$ cat src/rtl/dbus_lock_arbiter.sv
// dbus_lock_arbiter: two-master data-bus arbiter with AMO bus lock,
// lock watchdog and master-1 write snoop of the LR reservation.
module dbus_lock_arbiter #(
  parameter int ADDR_W   = 32,
  parameter int DATA_W   = 32,
  parameter int LOCK_MAX = 16
) (
  input  logic                clk,
  input  logic                rst_n,
  input  logic                m0_req,
  input  logic                m0_we,
  input  logic [ADDR_W-1:0]   m0_addr,
  input  logic [DATA_W-1:0]   m0_wdata,
  input  logic [DATA_W/8-1:0] m0_sel,
  input  logic                m0_lock,
  output logic [DATA_W-1:0]   m0_rdata,
  output logic                m0_ack,
  input  logic                m1_req,
  input  logic                m1_we,
  input  logic [ADDR_W-1:0]   m1_addr,
  input  logic [DATA_W-1:0]   m1_wdata,
  input  logic [DATA_W/8-1:0] m1_sel,
  output logic [DATA_W-1:0]   m1_rdata,
  output logic                m1_ack,
  output logic                bus_req,
  output logic                bus_we,
  output logic [ADDR_W-1:0]   bus_addr,
  output logic [DATA_W-1:0]   bus_wdata,
  output logic [DATA_W/8-1:0] bus_sel,
  input  logic [DATA_W-1:0]   bus_rdata,
  input  logic                bus_ack,
  input  logic                resv_valid_i,
  input  logic [ADDR_W-1:0]   resv_addr_i,
  output logic                resv_clr_o,
  output logic                lock_err_o
);

  localparam int CW = $clog2(LOCK_MAX) + 1;
  localparam logic [CW-1:0] CNT_MAX = CW'(LOCK_MAX - 1);

  typedef enum logic [1:0] {
    IDLE,
    BUSY,
    LOCKED
  } state_e;

  state_e        state_q, state_d;
  logic          owner_q, owner_d;
  logic          rr_ptr_q, rr_ptr_d;
  logic          lock_kill_q, lock_kill_d;
  logic          resv_clr_q, resv_clr_d;
  logic [CW-1:0] lock_cnt_q, lock_cnt_d;

  logic busy;
  logic own_req;
  logic lock_eff;
  logic cnt_hit;
  logic addr_hit;
  logic unused_resv_lsb;

  assign busy     = (state_q == BUSY);
  assign own_req  = owner_q ? m1_req : m0_req;
  assign lock_eff = m0_lock & ~lock_kill_q;
  assign cnt_hit  = (lock_cnt_q == CNT_MAX);
  assign addr_hit = (m1_addr[ADDR_W-1:2]
                     == resv_addr_i[ADDR_W-1:2]);
  assign unused_resv_lsb = ^resv_addr_i[1:0];
  assign resv_clr_o = resv_clr_q;

  // Owner's group drives the bus only while BUSY; all else is zero.
  always_comb begin
    bus_req   = 1'b0;
    bus_we    = 1'b0;
    bus_addr  = '0;
    bus_wdata = '0;
    bus_sel   = '0;
    m0_ack    = 1'b0;
    m0_rdata  = '0;
    m1_ack    = 1'b0;
    m1_rdata  = '0;
    if (busy) begin
      bus_req = own_req;
      if (owner_q) begin
        bus_we    = m1_we;
        bus_addr  = m1_addr;
        bus_wdata = m1_wdata;
        bus_sel   = m1_sel;
        m1_ack    = bus_ack;
        m1_rdata  = bus_rdata;
      end else begin
        bus_we    = m0_we;
        bus_addr  = m0_addr;
        bus_wdata = m0_wdata;
        bus_sel   = m0_sel;
        m0_ack    = bus_ack;
        m0_rdata  = bus_rdata;
      end
    end
  end

  // Arbitration, lock tracking, watchdog and snoop next-state.
  always_comb begin
    state_d     = state_q;
    owner_d     = owner_q;
    rr_ptr_d    = rr_ptr_q;
    lock_kill_d = lock_kill_q & m0_lock;
    lock_err_o  = 1'b0;
    lock_cnt_d  = '0;
    resv_clr_d  = busy & owner_q & bus_ack & m1_we
                  & resv_valid_i & addr_hit;
    if (state_q == LOCKED || (busy && !owner_q && lock_eff))
      lock_cnt_d = cnt_hit ? lock_cnt_q : lock_cnt_q + CW'(1);
    unique case (state_q)
      IDLE: begin
        if (m0_req || m1_req) begin
          state_d = BUSY;
          owner_d = (m0_req && m1_req) ? rr_ptr_q : m1_req;
        end
      end
      BUSY: begin
        if (!own_req) begin
          state_d = IDLE;
        end else if (bus_ack) begin
          rr_ptr_d = ~owner_q;
          state_d  = IDLE;
          if (!owner_q && lock_eff) begin
            if (cnt_hit) begin
              lock_err_o  = 1'b1;
              lock_kill_d = 1'b1;
            end else begin
              state_d = LOCKED;
            end
          end
        end
      end
      LOCKED: begin
        if (cnt_hit) begin
          state_d     = IDLE;
          lock_err_o  = 1'b1;
          lock_kill_d = 1'b1;
        end else if (m0_req) begin
          state_d = BUSY;
          owner_d = 1'b0;
        end else if (!m0_lock) begin
          state_d = IDLE;
        end
      end
      default: state_d = IDLE;
    endcase
  end

  // State and bookkeeping registers.
  always_ff @(posedge clk or negedge rst_n) begin
    if (!rst_n) begin
      state_q     <= IDLE;
      owner_q     <= 1'b0;
      rr_ptr_q    <= 1'b0;
      lock_kill_q <= 1'b0;
      resv_clr_q  <= 1'b0;
      lock_cnt_q  <= '0;
    end else begin
      state_q     <= state_d;
      owner_q     <= owner_d;
      rr_ptr_q    <= rr_ptr_d;
      lock_kill_q <= lock_kill_d;
      resv_clr_q  <= resv_clr_d;
      lock_cnt_q  <= lock_cnt_d;
    end
  end

endmodule

$ cat config.mk
export PLATFORM = sky130hd
export DESIGN_NAME = dbus_lock_arbiter
export DESIGN_NICKNAME = d
export VERILOG_FILES = /design/src/rtl/dbus_lock_arbiter.sv
export SDC_FILE = /design/constraint.sdc
export NUM_CORES = 1
export LEC_CHECK = 0
export BUFFER_PORTS_ARGS = -buffer_cell sky130_fd_sc_hd__buf_2
export CELL_PAD_IN_SITES_DETAIL_PLACEMENT = 1
export CELL_PAD_IN_SITES_GLOBAL_PLACEMENT = 2
export CORE_MARGIN = 2
export CORE_UTILIZATION = 15
export CTS_CLUSTER_DIAMETER = 100
export DETAILED_ROUTE_END_ITERATION = 10
export PLACE_DENSITY = 0.95
export SLEW_MARGIN = 20
export SYNTH_ARGS = -nofsm -noshare
export SYNTH_HDL_FRONTEND = slang
export SYNTH_SLANG_ARGS = --single-unit
$ cat constraint.sdc
create_clock -name clk -period 3.69 [get_ports clk]
set_input_delay 0.369 -clock clk [delete_from_list [all_inputs] [get_ports clk]]
set_output_delay 0.369 -clock clk [all_outputs]
set_load 0.005 [all_outputs]
==> results.py <==
metrics = {
    "timing": {
        "fin_hold_ws_ns": -0.00529,
        "skew_ns": 0.00268,
        "slew_viol_final": 0,
        "fin_crit_sh": 0.752,
        "rsz0062_at_grt": "false",
        "hold_viol": 7,
        "tightest_slew_ns": 0.961,
        "max_freq_mhz": 361,
        "slew_headroom": 0.359,
        "period_needed_ns": 2.77,
        "tns_ns": 0,
        "finalSetupViolCount": 0,
    },
    "yosys": {
        "synthCells": 335,
        "netlist_area_um2": 2620,
        "synth.net_count": 550,
        "synth_edf_count": 0,
        "ys_seq_elements": 11,
        "avgSynthCellArea_um2": 7.82,
        "synth_flop_cell": "dfrtp_1",
        "synth.distinct_cells": 32,
        "ys_seq_area_frac": 0.105,
        "synth_warnings": 0,
        "synthArstFlopShare": 1.00,
    },
    "worst_setup_path": {
        "crit_path_end_kind": "primary output",
        "worstPathRequired_ns": 3.32,
        "startpoint_type": "flip-flop",
        "critPathKind": "reg2out",
        "path_max_fanout": 30,
        "arrival_ns": 2.40,
    },
    "floorplan": {
        "core_area_um2": 17200,
        "row_count": 48,
        "die_h_um": 136,
        "boundaryPins": 347,
        "die_w_um": 136,
        "start_util": 0.152,
        "die_area_um2": 18500,
    },
    "final_layout": {
        "area_growth_pct": 76.6,
        "nets": 876,
        "layout-drive-gt1-share": 0.541,
        "fillers": 2221,
    },
    "global_routing": {
        "antenna_found_initial": 2,
        "grt_use_met2": 0.257,
        "grt_util_met1": 0.170,
        "grt_pass1_vias": 3555,
        "grt_pass1_wl_mm": 19.9,
        "grt_max_degree": 78,
        "busiest_layer": "met2",
        "grt_overflow": 0,
        "grt_use_total": 0.138,
        "gr-usage-met3": 0.0134,
    },
    "outcome": {
        "violations": "negative hold slack",
        "outcome": "finished with violations",
    },
    "power_and_ir_drop": {
        "power_per_cell_area_nw_per_um2": 525,
        "p_total_w": 0.00243,
        "p_leak_nw": 2.78,
        "worst_ir_drop_vdd_mv": 0.380,
    },
    "place": {
        "gp_congestion": 0.803,
        "numPortBuffers": 344,
        "dp_hpwl_mm": 11.9,
    },
    "clocking": {
        "cts.path.max_buffers": 2,
        "htreeDepth": 1,
        "post_cts_buffers": 0,
        "ctsHoldBuffers": 0,
        "cts_tree": "built",
        "cts_buffers": 3,
        "cts_num_sinks": 11,
        "clock_latency_ns": 0.24,
        "cts-root-buf": "clkbuf_16",
        "ctsResizeCount": 0,
        "path_clk_slew_ns": 0.04,
    },
    "drt": {
        "vias": 3584,
        "drtAntennaViolNets": 0,
        "first_iter_violations": 101,
        "firstDrtPassIters": 4,
        "via_per_inst": 4.04,
        "drcViolationCount": 0,
        "totalWireLength_mm": 13.9,
        "routedWlPerCell_um": 15.6,
    },
    "run": {
        "cap_violations": 0,
    },
    "min_path": {
        "hp-class": "in2async",
    },
}
where the power goes:
group	internal, W	switching [W]
sequential	0.000149	0.0000230
clock	0.000145	0.0000559
combinational	0.00102	0.00104
sequential cells by signal, indices dropped and copies added, names as in the netlist:
name         count
lock_cnt_q       5
lock_kill_q      1
owner_q          1
resv_clr_o       1
rr_ptr_q         1
state_q          2
layer usage:
metal,vias to the layer above,share of wire,routed length [um]
li1,1783,-,-
met1,1655,0.41,5690
met2,132,0.54,7430
met3,14,0.040,559
met4,0,0.014,189
met5,-,0,0
cell usage in the layout (no fill, tap or decap), drive strengths merged, types with 6 or more instances in the layout:
master	n
and3	34
and2	33
mux2i	70
xnor2	8
dfrtp	11
nor2	8
nor4	6
xor2	25
ha	6
nor2b	74
buf	348
kinds of logic (layout without fill, tap and decap cells):
logic type / after synthesis / in the layout / share of synthesized area
buffers and inverters: 31 / 356 / 0.0506
muxes: 72 / 72 / 0.276
AOI/OAI and AO/OA: 11 / 11 / 0.0277
and+or+nand+nor: 171 / 171 / 0.401
adders and majority gates: 6 / 6 / 0.0287
DFF: 11 / 11 / 0.105
other: 0 / 2 / 0
xor gates and xnor gates: 33 / 33 / 0.110
layout make-up:
type,count,area (um^2),area share
clock buffers,4,78.8,0.0170
diodes,2,5.00,0.00108
inverters,4,15.0,0.00325
repair buffers,348,1750,0.379
well taps,225,282,0.0609
flip-flops and latches,11,279,0.0603
multi-input cells,293,2210,0.479
path summary, 6_finish.rpt:
check | slack (ns) | from | cells after the start | to
worst max-delay path | 0.92 | state_q[1]$_DFFE_PN0P_ | 6 | lock_err_o
worst max register to register | 1.11 | state_q[1]$_DFFE_PN0P_ | 6 | state_q[0]$_DFFE_PN0P_
worst min register to register | 0.47 | rr_ptr_q$_DFFE_PN0P_ | 2 | rr_ptr_q$_DFFE_PN0P_
worst min-delay path | -0.005 | rst_n | 1 | lock_kill_q$_DFF_PN0_
max in group asynchronous | 3.45 | rst_n | 1 | owner_q$_DFFE_PN0P_
min in group clk | 0.40 | m0_lock | 2 | lock_kill_q$_DFF_PN0_
worst max-delay path: stages, from the launching register on:
cell and delay, ns:
dfrtp_1 0.39, inv_1 0.11, ha_2 0.49, and2b_1 0.50, a21oi_2 0.19, nor3_1 0.30, buf_2 0.17
synth_stat cells, types with 2 or more instances:
cell type | n | area share
a21oi_1 | 4 | 0.0076
dfrtp_1 | 11 | 0.11
xnor2_1 | 8 | 0.027
ha_1 | 6 | 0.029
nand4_1 | 3 | 0.0072
buf_2 | 7 | 0.013
mux2i_1 | 70 | 0.27
clkbuf_1 | 18 | 0.026
buf_4 | 2 | 0.0057
o21ai_0 | 2 | 0.0038
and3_1 | 34 | 0.081
nor4_1 | 5 | 0.012
nand2_1 | 5 | 0.0072
inv_1 | 4 | 0.0057
nor2b_1 | 74 | 0.18
nand3_1 | 2 | 0.0038
and2_1 | 33 | 0.079
mux2_1 | 2 | 0.0086
nor2_1 | 8 | 0.011
xor2_1 | 25 | 0.084
metrics by stage:
stage               area (um^2)  hold WS, ns   util  setup WS, ns  cells
finish                     4620     -0.00529  0.269         0.917    887
detailed placement         4540        0.258  0.264          1.04    881
global route               4620       0.0162  0.269         0.669    887
global placement           4540        0.257  0.264          1.10    881
floorplan                  2620       0.0734      -          1.76    335
CTS                        4620      0.00120  0.269         0.790    885
Note: power is estimated with default switching activity, not from simulation.
